--- src/rtl/serial_add_accum_pkg.sv ---
// Shared types and helpers for the bit-serial adder stage.
package serial_add_pkg;

    typedef enum logic [1:0] {
        IDLE  = 2'd0,
        SHIFT = 2'd1,
        DONE  = 2'd2
    } state_t;

    localparam int DEFAULT_WIDTH = 8;

    // Bits needed to count 0..w-1 accepted bits; never narrower than one bit.
    function automatic int cnt_width(input int w);
        return (w < 3) ? 1 : $clog2(w);
    endfunction

endpackage

--- src/rtl/serial_add_accum_if.sv ---
// Operand/result bundle for serial_add_accum. The sub input exists only
// when SERIAL_ADD_SUB_EN is defined.
interface serial_add_accum_if
    import serial_add_pkg::*;
#(
    parameter int WIDTH = DEFAULT_WIDTH
);
    // Handshake: a_bit/b_bit are consumed on a rising edge where bit_valid=1 and
    // busy=1; there is no back-pressure, and start is sampled only while busy=0.
    logic             start;
    logic             bit_valid;
    logic             a_bit;
    logic             b_bit;
`ifdef SERIAL_ADD_SUB_EN
    logic             sub;
`endif
    logic             busy;
    logic             done;
    logic [WIDTH-1:0] result;
    logic             carry_out;
    state_t           dbg_state;

    modport master (
        output start, bit_valid, a_bit, b_bit,
`ifdef SERIAL_ADD_SUB_EN
        output sub,
`endif
        input  busy, done, result, carry_out, dbg_state
    );

    modport slave (
        input  start, bit_valid, a_bit, b_bit,
`ifdef SERIAL_ADD_SUB_EN
        input  sub,
`endif
        output busy, done, result, carry_out, dbg_state
    );

endinterface

--- src/rtl/serial_add_accum_fa_cell.sv ---
// Combinational full-add bit: two half-add stages whose carries are ORed.
module serial_fa_cell (
    input  logic a,
    input  logic b,
    input  logic cin,
    output logic sum,
    output logic cout
);
    logic hs1_sum;
    logic hs1_carry;
    logic hs2_carry;

    assign hs1_sum   = a ^ b;
    assign hs1_carry = a & b;
    assign sum       = hs1_sum ^ cin;
    assign hs2_carry = hs1_sum & cin;
    assign cout      = hs1_carry | hs2_carry;

endmodule

--- src/rtl/serial_add_accum.sv ---
// Bit-serial WIDTH-bit adder with carry register and result shift register.
// Define SERIAL_ADD_SUB_EN to add the sub input (A-B via inverted B, carry preset).
module serial_add_accum
    import serial_add_pkg::*;
#(
    parameter int WIDTH = DEFAULT_WIDTH
) (
    input  logic                clk,
    input  logic                rst,
    serial_add_accum_if.slave   bus
);
    localparam int CW = cnt_width(WIDTH);

    state_t           state_q, state_d;
    logic             carry_q, carry_d;
    logic [CW-1:0]    cnt_q, cnt_d;
    logic [WIDTH-1:0] result_q, result_d;
    logic             cout_q, cout_d;
    logic             busy_q, busy_d;
    logic             done_q, done_d;
    logic             b_eff;
    logic             start_carry;
    logic             fa_sum;
    logic             fa_cout;

`ifdef SERIAL_ADD_SUB_EN
    logic             sub_q, sub_d;
    assign b_eff       = bus.b_bit ^ sub_q;
    assign start_carry = bus.sub;
`else
    assign b_eff       = bus.b_bit;
    assign start_carry = 1'b0;
`endif

    serial_fa_cell u_fa (
        .a    (bus.a_bit),
        .b    (b_eff),
        .cin  (carry_q),
        .sum  (fa_sum),
        .cout (fa_cout)
    );

    always_comb begin
        state_d  = state_q;
        carry_d  = carry_q;
        cnt_d    = cnt_q;
        result_d = result_q;
        cout_d   = cout_q;
        done_d   = 1'b0;
`ifdef SERIAL_ADD_SUB_EN
        sub_d    = sub_q;
`endif
        case (state_q)
            IDLE, DONE: begin
                // A bit presented alongside start is deliberately not consumed.
                if (bus.start) begin
                    state_d  = SHIFT;
                    carry_d  = start_carry;
                    cnt_d    = '0;
                    result_d = '0;
                    cout_d   = 1'b0;
`ifdef SERIAL_ADD_SUB_EN
                    sub_d    = bus.sub;
`endif
                end
            end
            SHIFT: begin
                if (bus.bit_valid) begin
                    carry_d  = fa_cout;
                    result_d = {fa_sum, result_q[WIDTH-1:1]};
                    if (cnt_q == CW'(WIDTH - 1)) begin
                        state_d = DONE;
                        cout_d  = fa_cout;
                        done_d  = 1'b1;
                    end else begin
                        cnt_d = cnt_q + CW'(1);
                    end
                end
            end
            default: state_d = IDLE;
        endcase
        busy_d = (state_d == SHIFT);
    end

    always_ff @(posedge clk or posedge rst) begin
        if (rst) begin
            state_q  <= IDLE;
            carry_q  <= 1'b0;
            cnt_q    <= '0;
            result_q <= '0;
            cout_q   <= 1'b0;
            busy_q   <= 1'b0;
            done_q   <= 1'b0;
`ifdef SERIAL_ADD_SUB_EN
            sub_q    <= 1'b0;
`endif
        end else begin
            state_q  <= state_d;
            carry_q  <= carry_d;
            cnt_q    <= cnt_d;
            result_q <= result_d;
            cout_q   <= cout_d;
            busy_q   <= busy_d;
            done_q   <= done_d;
`ifdef SERIAL_ADD_SUB_EN
            sub_q    <= sub_d;
`endif
        end
    end

    assign bus.busy      = busy_q;
    assign bus.done      = done_q;
    assign bus.result    = result_q;
    assign bus.carry_out = cout_q;
    assign bus.dbg_state = state_q;

endmodule

--- src/flat_wrapper.sv ---
// flat-port wrapper written by rule: the top's interface ports become plain ports
module serial_add_accum_flat import serial_add_pkg::*;
#(
    parameter int WIDTH = DEFAULT_WIDTH
)
  (clk, rst, bus_start, bus_bit_valid, bus_a_bit, bus_b_bit, bus_busy, bus_done, bus_result, bus_carry_out, bus_dbg_state);
  serial_add_accum_if #(.WIDTH(WIDTH)) bus_i ();
  input  logic clk;
  input  logic rst;
  input wire logic [$bits(bus_i.start)-1:0] bus_start;
  input wire logic [$bits(bus_i.bit_valid)-1:0] bus_bit_valid;
  input wire logic [$bits(bus_i.a_bit)-1:0] bus_a_bit;
  input wire logic [$bits(bus_i.b_bit)-1:0] bus_b_bit;
  output wire logic [$bits(bus_i.busy)-1:0] bus_busy;
  output wire logic [$bits(bus_i.done)-1:0] bus_done;
  output wire logic [$bits(bus_i.result)-1:0] bus_result;
  output wire logic [$bits(bus_i.carry_out)-1:0] bus_carry_out;
  output wire logic [$bits(bus_i.dbg_state)-1:0] bus_dbg_state;
  assign bus_i.start = bus_start;
  assign bus_i.bit_valid = bus_bit_valid;
  assign bus_i.a_bit = bus_a_bit;
  assign bus_i.b_bit = bus_b_bit;
  assign bus_busy = bus_i.busy;
  assign bus_done = bus_i.done;
  assign bus_result = bus_i.result;
  assign bus_carry_out = bus_i.carry_out;
  assign bus_dbg_state = bus_i.dbg_state;
  serial_add_accum #(.WIDTH(WIDTH)) u_core (.clk(clk), .rst(rst), .bus(bus_i));
endmodule
--- config.mk ---
export PLATFORM = sky130hd
export DESIGN_NAME = serial_add_accum_flat
export DESIGN_NICKNAME = d
export VERILOG_FILES = /design/src/rtl/serial_add_accum_pkg.sv /design/src/rtl/serial_add_accum_if.sv /design/src/rtl/serial_add_accum_fa_cell.sv /design/src/rtl/serial_add_accum.sv /design/src/flat_wrapper.sv
export SDC_FILE = /design/constraint.sdc
export NUM_CORES = 1
export LEC_CHECK = 0
export BUFFER_PORTS_ARGS = -buffer_cell sky130_fd_sc_hd__buf_4
export CAP_MARGIN = 30
export CORE_UTILIZATION = 25
export CTS_CLUSTER_SIZE = 20
export DETAILED_ROUTE_END_ITERATION = 8
export RECOVER_POWER = 50
export SLEW_MARGIN = 20
export SYNTH_ARGS = -nofsm -noshare
export SYNTH_HDL_FRONTEND = slang
export SYNTH_SLANG_ARGS = --single-unit
--- constraint.sdc ---
create_clock -name clk -period 1.9 [get_ports clk]
set_clock_uncertainty 0.2 [all_clocks]
set_input_delay 0.285 -clock clk [delete_from_list [all_inputs] [get_ports clk]]
set_output_delay 0.285 -clock clk [all_outputs]
set_load 0.005 [all_outputs]
Yosys cells after proc, flatten, opt, wreduce, memory -nomap -nowiden
Index checks and enable logic that the tools add are counted.

Bits of input ports: 6. Latch bits: 0. Logic and storage cells: 47. Output and inout port bits: 13. RAM bits: 0. Bits in read-only memories: 0. Flip-flop bits (word level): 17. Memories kept: 0.

Bitwise gates (word level): 5. Equality and inequality tests: 8. $lt $le $gt $ge: 0. $mul: 0. Mux-type cells: 20. $add $sub $neg: 1. Reductions and logical operators: 6. Divide/modulo/power cells: 0. Shift-type cells: 0.

Operator list (number): $mux W8 (2); $pmux W8 S2 (1); $mux W3 (3); $reduce_and A4 Y1 (2); $mux W1 (7); $mux W2 (3); $ne A2 B2 Y1 const B (3); $pmux W3 S2 (1); $eq A2 B1 Y1 const B (2); $pmux W1 S2 (2); $pmux W2 S2 (1); $add A3 B1 Y3 const B (1); $eq A3 B3 Y1 const B (1); $reduce_and A3 Y1 (1); $and A1 B1 Y1 (2); $eq A2 B2 Y1 const B (1); $logic_not A2 Y1 (1); $ne A2 B1 Y1 const B (1); $reduce_bool A2 Y1 (1); $reduce_or A2 Y1 (1); $xor A1 B1 Y1 (2); $or A1 B1 Y1 (1).

Depth between registers and ports, before layout
Gate-level depths: netlist of the first run.

Depth in word-level cells: 6. Gate-level depth with buffers: 5. Gate-level depth less buffers: 5.

Modules after synthesis
From an unflattened synthesis of the first run, not the netlist that was laid out.

Cell total of the unflattened synthesis: 54. Area, all modules: 725.7 µm².

Modules (own cells, without submodules): serial_add_accum (instances 1, area an instance 705.7 µm², sequential area each 425.4 µm², cells an instance 53); serial_fa_cell (instances 1, area an instance 20.0 µm², sequential area each 0.0 µm², cells an instance 1).

Worst setup path after synthesis of the first run
Ideal clock, no wire load.

Kind: flip-flop to flip-flop. From: register u_core.cnt_q[0]. To: register u_core.cnt_q[2]. Data arrival time: 1.403 ns. Clock period less this slack: 1.725 ns. Path buffers: 0. Library setup time: 0.122 ns. Setup slack: 0.175 ns. Stages on the path, launching flop included: 6. Data required time: 1.578 ns. Cell sequence: dfrtp_1 ha_1 ha_1 and4bb_2 o22ai_2 a32o_1.

Longest elaborated chain between the ends: 4. Elaborated cells on any way between the ends: 7. Those cells by class: add/sub: 1; eq/ne: 2; mux: 3; reduce/logical: 1.

Ends and longest elaborated chain: from (decl) (line serial_add_accum.sv:16) `logic [CW-1:0] cnt_q, cnt_d;`; from (signal assigned) (line serial_add_accum.sv:100) `cnt_q <= cnt_d;`; $add A3 B1 Y3 (line serial_add_accum.sv:76) `cnt_d = cnt_q + CW'(1);`; $mux W3 (line serial_add_accum.sv:71) `if (cnt_q == CW'(WIDTH - 1)) begin`; $mux W3 (line serial_add_accum.sv:68) `if (bus.bit_valid) begin`; $pmux W3 S2 (line serial_add_accum.sv:53) `case (state_q)`.

Parallel ways exist; a longest one is shown, timed or not. The select of a mux whose other input is x is not followed. A chain may end at the register's enable or synchronous reset.

Worst setup path after layout of the first run
From: register u_core.cnt_q[0]. To: register u_core.cnt_q[1].

The elaborated chain is that of the path after synthesis.

==> run summary, run 1 <==
Overall routed net length: 1390 um
Cell Area, Placed: 882 um^2
P_sw: 458 uW
Clk_lat worst skew: 0.29 ns
Routed WL per cell: 13.3 um
Reg clk slew, reported paths: 0.10 ns
MaxCap Viol Count: 0
Buf+Inv Stages, Crit Path: 0
H-tree levels: 1
Top-area cell type share of the netlist area: 59.1%
Synth Cell Area: 719 um^2
Register share of total power: 45.8%
CP delay by family, top: adder cells
Largest net degree at the start of global routing: 18
Worst Hold Class: in -> reg
Outcome: finished, final reports clean
Ys Warns: 0
Die Wd: 55.6 um
Final std cells w/o fill: 105
Initial drt markers: 8
Crit Path Class: reg -> reg
Max Freq: 552 MHz
Drc violations: 0
Syn nets: 59
#FFs+latches synth: 17
CTS tree: done
Crit path required time: 1.88 ns
Starting Density: 26.3%
First-pass GRT wire length: 2330 um
Hold Worst Slack: 0.116 ns
Nets: 84
First-pass DRT Iterations: 3
Critical path, cell by cell: ha_1 > ha_1 > and4bb_2 > o22ai_2 > a32o_1
CTS root buf: clkbuf_4
Area contributors post-synth: dfrtp_1 59%, a22o_1 11%, ha_1 3.5%
Syn_area_per_cell: 14.4 um^2
Port bufs: 18
Pleak: 0.000460 uW
Max-slew headroom: 58.8%
CP dominant cell by count: ha_1
IO Pins: 19
Die area: 3100 um^2
Comb pwr share: 40.4%
Sw frac: 33.4%
CP max-delay cell: dfrtp_1
Die Span Y: 55.6 um
Routed vias: 492
Synth cell count leaders: 17 x dfrtp_1, 9 x a22o_1
Ys async rst share: 100%
GRT Total Usage: 9.56%
Least-Margin Pin Slew: 0.618 ns
Setup_tns: 0 ns
Number of synthesized flops with an enable pin: 0
Top-count cell post-synth: dfrtp_1
Ys flop type: dfrtp_1
Clock sinks: 17
Cts bufs inserted: 3
Int Pwr: 912 uW
Final Hold Vio Count: 0
Min cycle time layout: 1.81 ns
Final setup viols: 0
Placed Instances: 98
Core Util, Final: 34.1%
RSZ-0062 raised after global routing: false
Vias in the first global route: 528
Clock power frac: 13.8%
Startpoint Class: register
Post-route ant nets: 0
Register area share after synthesis: 59.1%
Area grow syn2layout: 29.7%
Final Max Slew Viols: 0
CP Max Fanout: 5
Detailed Place HPWL: 976 um
Routability Congestion: 0.728
Core area: 2730 um^2
PwrDens: 1470 nW/um^2
Final instance area: 933 um^2
Delay of the slowest cell on the worst path: 0.40 ns
Post-Synthesis Cells: 50
Share of layout cells above drive strength 1: 36.5%
Distinct cells, synth: 21
GRT overflow: 0
Maximum vdd ir drop: 808 uV
Vias per std cell: 4.69
Arr. time, crit path: 1.79 ns
Clk buf depth: 2
Initial antenna violation count: 0
Ant. Diodes: 0
Rows: 19
Crit. End Element: register
Synth area leader: dfrtp_1
Tcrit/Tclk final: 95.4%
metrics by stage:
stage | total power (uW) | setup slack (ns)
4_1_cts | 1370 | 0.0590
6_report | 1370 | 0.0872
5_1_grt | 1470 | 0.0220
2_1_floorplan | 931 | 0.175
3_3_place_gp | 1160 | 0.138
3_5_place_dp | 1180 | 0.0818
worst register-to-register path: cells and delay by family, from the launching register on:
family,cells,cell delay [ns]
adders and majority gates,2,0.43
DFF,1,0.40
and+or+nand+nor,1,0.36
AOI/OAI and AO/OA,2,0.32
worst paths after layout:
path / from / endpoint / slack [ns] / cells after the start
worst max register to register: u_core.cnt_q[0]$_DFFE_PP0P_ / u_core.cnt_q[1]$_DFFE_PP0P_ / 0.09 / 5
worst max-delay path: u_core.cnt_q[0]$_DFFE_PP0P_ / u_core.cnt_q[1]$_DFFE_PP0P_ / 0.09 / 5
max in group asynchronous: rst / u_core.bus.dbg_state[0]$_DFF_PP0_ / 0.68 / 3
min in group asynchronous: rst / u_core.cnt_q[2]$_DFFE_PP0P_ / 0.42 / 3
worst min register to register: u_core.cnt_q[2]$_DFFE_PP0P_ / u_core.cnt_q[2]$_DFFE_PP0P_ / 0.32 / 1
worst min-delay path: bus_start / u_core.bus.busy$_DFF_PP0_ / 0.12 / 3
power by group through the flow:
stage	sequential [uW]	clock, uW	combinational (uW)
global route	647	211	608
floorplan	621	0	310
CTS	633	196	539
global placement	635	0	525
detailed placement	639	0	536
finish	627	190	553
flip-flops by register name, indices dropped and copies added, names as in the netlist:
register,count
u_core.carry_q,1
u_core.bus.busy,1
u_core.cnt_q,3
u_core.bus.done,1
u_core.bus.dbg_state,2
u_core.bus.carry_out,1
u_core.bus.result,8
area by class of cell:
class	instances	area, um^2
clock buffers	4	26.3
flip-flops and latches	17	425
repair buffers	21	160
inverters	2	7.51
well taps	31	38.8
fillers	273	1800
multi-input cells	30	275
kinds of logic (layout without fill, tap and decap cells):
logic type      count (synthesis)  after routing  share of synthesized area (%)
buf+inv                         3             27                           2.61
mux                             1              1                           1.39
flops                          17             17                           59.1
fa+ha+maj                       3              3                           6.26
compound gates                 18             18                           22.8
simple gates                    8              8                           7.82
placed cells by master (no fill, tap or decap):
master and count:
o2bb2ai_1 1, mux2i_1 1, fa_1 1, buf_4 8, and4bb_2 1, a21o_1 1
inv_1 2, a22o_1 9, and2_1 2, o22ai_2 1, o31ai_1 2, ha_1 2
clkbuf_1 1, nor2_1 1, dlygate4sd3_1 1, a21oi_4 1, o21ai_1 1, nand2_1 1
nand2b_1 1, nand3_1 1, dfrtp_1 17, clkbuf_4 15, and3b_4 1, a32o_1 2
per-layer routing:
| metal | track usage [%] | routed length (um) | up-vias |
|---|---|---|---|
| met5 | 0 | 0 | - |
| met4 | 2.86 | 0 | 0 |
| met3 | 4.65 | 76 | 0 |
| met2 | 13.8 | 600 | 13 |
| met1 | 12.7 | 717 | 238 |
| li1 | - | - | 241 |
what timing repair did:
item | CTS | global route
setup buffers | 0 | 2
hold buffers | 1 | 0
gates resized for setup | 0 | 0
setup endpoints to repair | 0 | 2
endpoints found under the hold margin | 17 | 0
(Power assumes the default switching activity.)
==> run 2: changes to the inputs <==
--- a/config.mk
+++ b/config.mk
@@ -8,9 +8,11 @@
 export BUFFER_PORTS_ARGS = -buffer_cell sky130_fd_sc_hd__buf_4
 export CAP_MARGIN = 30
 export CORE_UTILIZATION = 25
+export CTS_BUF_LIST = sky130_fd_sc_hd__clkbuf_8
 export CTS_CLUSTER_SIZE = 20
 export DETAILED_ROUTE_END_ITERATION = 8
 export RECOVER_POWER = 50
+export SKIP_LAST_GASP = 1
 export SLEW_MARGIN = 20
 export SYNTH_ARGS = -nofsm -noshare
 export SYNTH_HDL_FRONTEND = slang
==> run 2 against run 1 <==
Global-route usage is 0.20 points lower. Non-clock buffer count is 1 lower. Design area grew 1.1%. Sequential power is 0.8% higher. Sequential share of layout area fell by 0.48 points. Hold slack better by 0.048 ns. Cell count decreased by 0.95%. Utilization grew 0.37 points. Fmax up 0.90%. Power grew 3.2%.
==> run summary, run 2 (synthesis results as in run 1) <==
Crit Path Class: reg -> reg (unchanged)
Setup ws final: 0.103 ns (was 0.0872 ns)
Area grow syn2layout: 31.1% (was 29.7%)
Ant. Diodes: 0 (unchanged)
CP Max Fanout: 5 (unchanged)
Initial antenna violation count: 0 (unchanged)
Clk buf depth: 2 (unchanged)
CTS root buf: clkbuf_8 (was clkbuf_4)
Nets: 83 (was 84)
GRT Total Usage: 9.36% (was 9.56%)
MaxCap Viol Count: 0 (unchanged)
Arr. time, crit path: 1.73 ns (was 1.79 ns)
Final setup viols: 0 (unchanged)
First-pass GRT wire length: 2300 um (was 2330 um)
First-pass DRT Iterations: 3 (unchanged)
Crit path required time: 1.84 ns (was 1.88 ns)
Hold Worst Slack: 0.164 ns (was 0.116 ns)
Core Util, Final: 34.5% (was 34.1%)
Initial drt markers: 3 (was 8)
Tcrit/Tclk final: 94.6% (was 95.4%)
Reg clk slew, reported paths: 0.06 ns (was 0.10 ns)
Worst slack at placement: 0.0818 ns (unchanged)
Reg2Reg Depth: 5 (unchanged)
Max Freq: 557 MHz (was 552 MHz)
Final Max Slew Viols: 0 (unchanged)
Routed WL per cell: 13.1 um (was 13.3 um)
Max reg flops: 8 (unchanged)
Startpoint Class: register (unchanged)
Die Wd: 55.6 um (unchanged)
Max-slew headroom: 58.6% (was 58.8%)
Hold Path Depth: 3 (unchanged)
Die Span Y: 55.6 um (unchanged)
Min cycle time layout: 1.80 ns (was 1.81 ns)
Vias per std cell: 4.79 (was 4.69)
RSZ-0062 raised after global routing: false (unchanged)
Port bufs: 18 (unchanged)
Clock sinks: 17 (unchanged)
CTS tree: done (unchanged)
# fillers: 275 (was 273)
Post-route ant nets: 0 (unchanged)
Setup_tns: 0 ns (unchanged)
Worst Hold Class: in -> reg (unchanged)
Drc violations: 0 (unchanged)
Core area: 2730 um^2 (unchanged)
H-tree levels: 1 (unchanged)
Routed vias: 498 (was 492)
Vias in the first global route: 501 (was 528)
Commonest cells after routing, fill and taps aside: 17 x dfrtp_1, 14 x clkbuf_4, 9 x a22o_1, 5 x buf_4 (was 17 x dfrtp_1, 15 x clkbuf_4, 9 x a22o_1, 8 x buf_4)
Maximum vdd ir drop: 921 uV (was 808 uV)
Final instance area: 943 um^2 (was 933 um^2)
Pleak: 0.000464 uW (was 0.000460 uW)
Least-Margin Pin Slew: 0.621 ns (was 0.618 ns)
Most common cell after layout, fill and taps aside: dfrtp_1 (unchanged)
Crit. End Element: register (unchanged)
Detailed Place HPWL: 976 um (unchanged)
Rows: 19 (unchanged)
Starting Density: 26.3% (unchanged)
Cts bufs inserted: 3 (unchanged)
IO Pins: 19 (unchanged)
Routability Congestion: 0.728 (unchanged)
Die area: 3100 um^2 (unchanged)
Clk_lat worst skew: 0.25 ns (was 0.29 ns)
PwrDens: 1500 nW/um^2 (was 1470 nW/um^2)
Cell Area, Placed: 882 um^2 (unchanged)
GRT overflow: 0 (unchanged)
Final Hold Vio Count: 0 (unchanged)
Share of layout cells above drive strength 1: 35.6% (was 36.5%)
Outcome: finished, final reports clean (unchanged)
Largest net degree at the start of global routing: 18 (unchanged)
Overall routed net length: 1360 um (was 1390 um)
[run 2: cell types whose count changed in the layout (fill, tap and decap cells not counted), sizes merged]
cell    change
buf         -3
clkbuf      +1
inv         +1
[run 2: final cells by class]
cell class | instances | area, um^2 | share of cell area (%)
Clock buffer | 3 | 41.3 | 4.38
Clock inverter | 1 | 3.75 | 0.398
Inverter | 2 | 7.51 | 0.796
Multi-Input combinational cell | 30 | 274 | 29.0
Sequential cell | 17 | 425 | 45.1
Tap cell | 31 | 38.8 | 4.11
Timing Repair Buffer | 20 | 153 | 16.2
[run 2: worst paths after layout]
kind / from / endpoint / slack, ns
max: u_core.cnt_q[0]$_DFFE_PP0P_ / u_core.cnt_q[1]$_DFFE_PP0P_ / 0.10
min: bus_start / u_core.bus.busy$_DFF_PP0_ / 0.16
max reg2reg: u_core.cnt_q[0]$_DFFE_PP0P_ / u_core.cnt_q[1]$_DFFE_PP0P_ / 0.10
min reg2reg: u_core.cnt_q[2]$_DFFE_PP0P_ / u_core.cnt_q[2]$_DFFE_PP0P_ / 0.31
max in group asynchronous: rst / u_core.bus.dbg_state[0]$_DFF_PP0_ / 0.63
min in group asynchronous: rst / u_core.cnt_q[2]$_DFFE_PP0P_ / 0.47
[run 2: power breakdown]
| group | total (uW) | leakage [uW] | switching, uW | internal, uW |
|---|---|---|---|---|
| combinational | 526 | 0.000220 | 222 | 305 |
| clock | 256 | 0.0000269 | 113 | 143 |
| sequential | 632 | 0.000218 | 123 | 510 |
[run 2: through the flow]
step | instances | power (uW)
detailed placement | 98 | 1180
floorplan | 50 | 931
global route | 104 | 1510
finish | 104 | 1410
CTS | 103 | 1440
global placement | 98 | 1160
[run 2: per-layer routing]
| layer | up-vias | part of all wire (%) | wire length (um) | GRT usage [%] |
|---|---|---|---|---|
| met3 | 2 | 6.0 | 81 | 4.65 |
| met2 | 13 | 44 | 597 | 13.9 |
| met1 | 244 | 50 | 677 | 12.7 |
| met4 | 0 | 0.29 | 4 | 1.07 |
| met5 | - | 0 | 0 | 0 |
| li1 | 239 | - | - | - |
[run 2: worst max-delay path, stage by stage, from the launching register on]
cell and delay (ns):
dfrtp_1 0.41, ha_1 0.21, ha_2 0.20, and4bb_2 0.34, o22ai_2 0.10, a32o_1 0.22
[run 2: repair_timing]
item / CTS / global route
endpoints found under the hold margin: 17 / 0
resized for setup: 0 / 1
hold buffers: 1 / 0
endpoints found under the setup margin: 0 / 2
setup buffers: 0 / 1
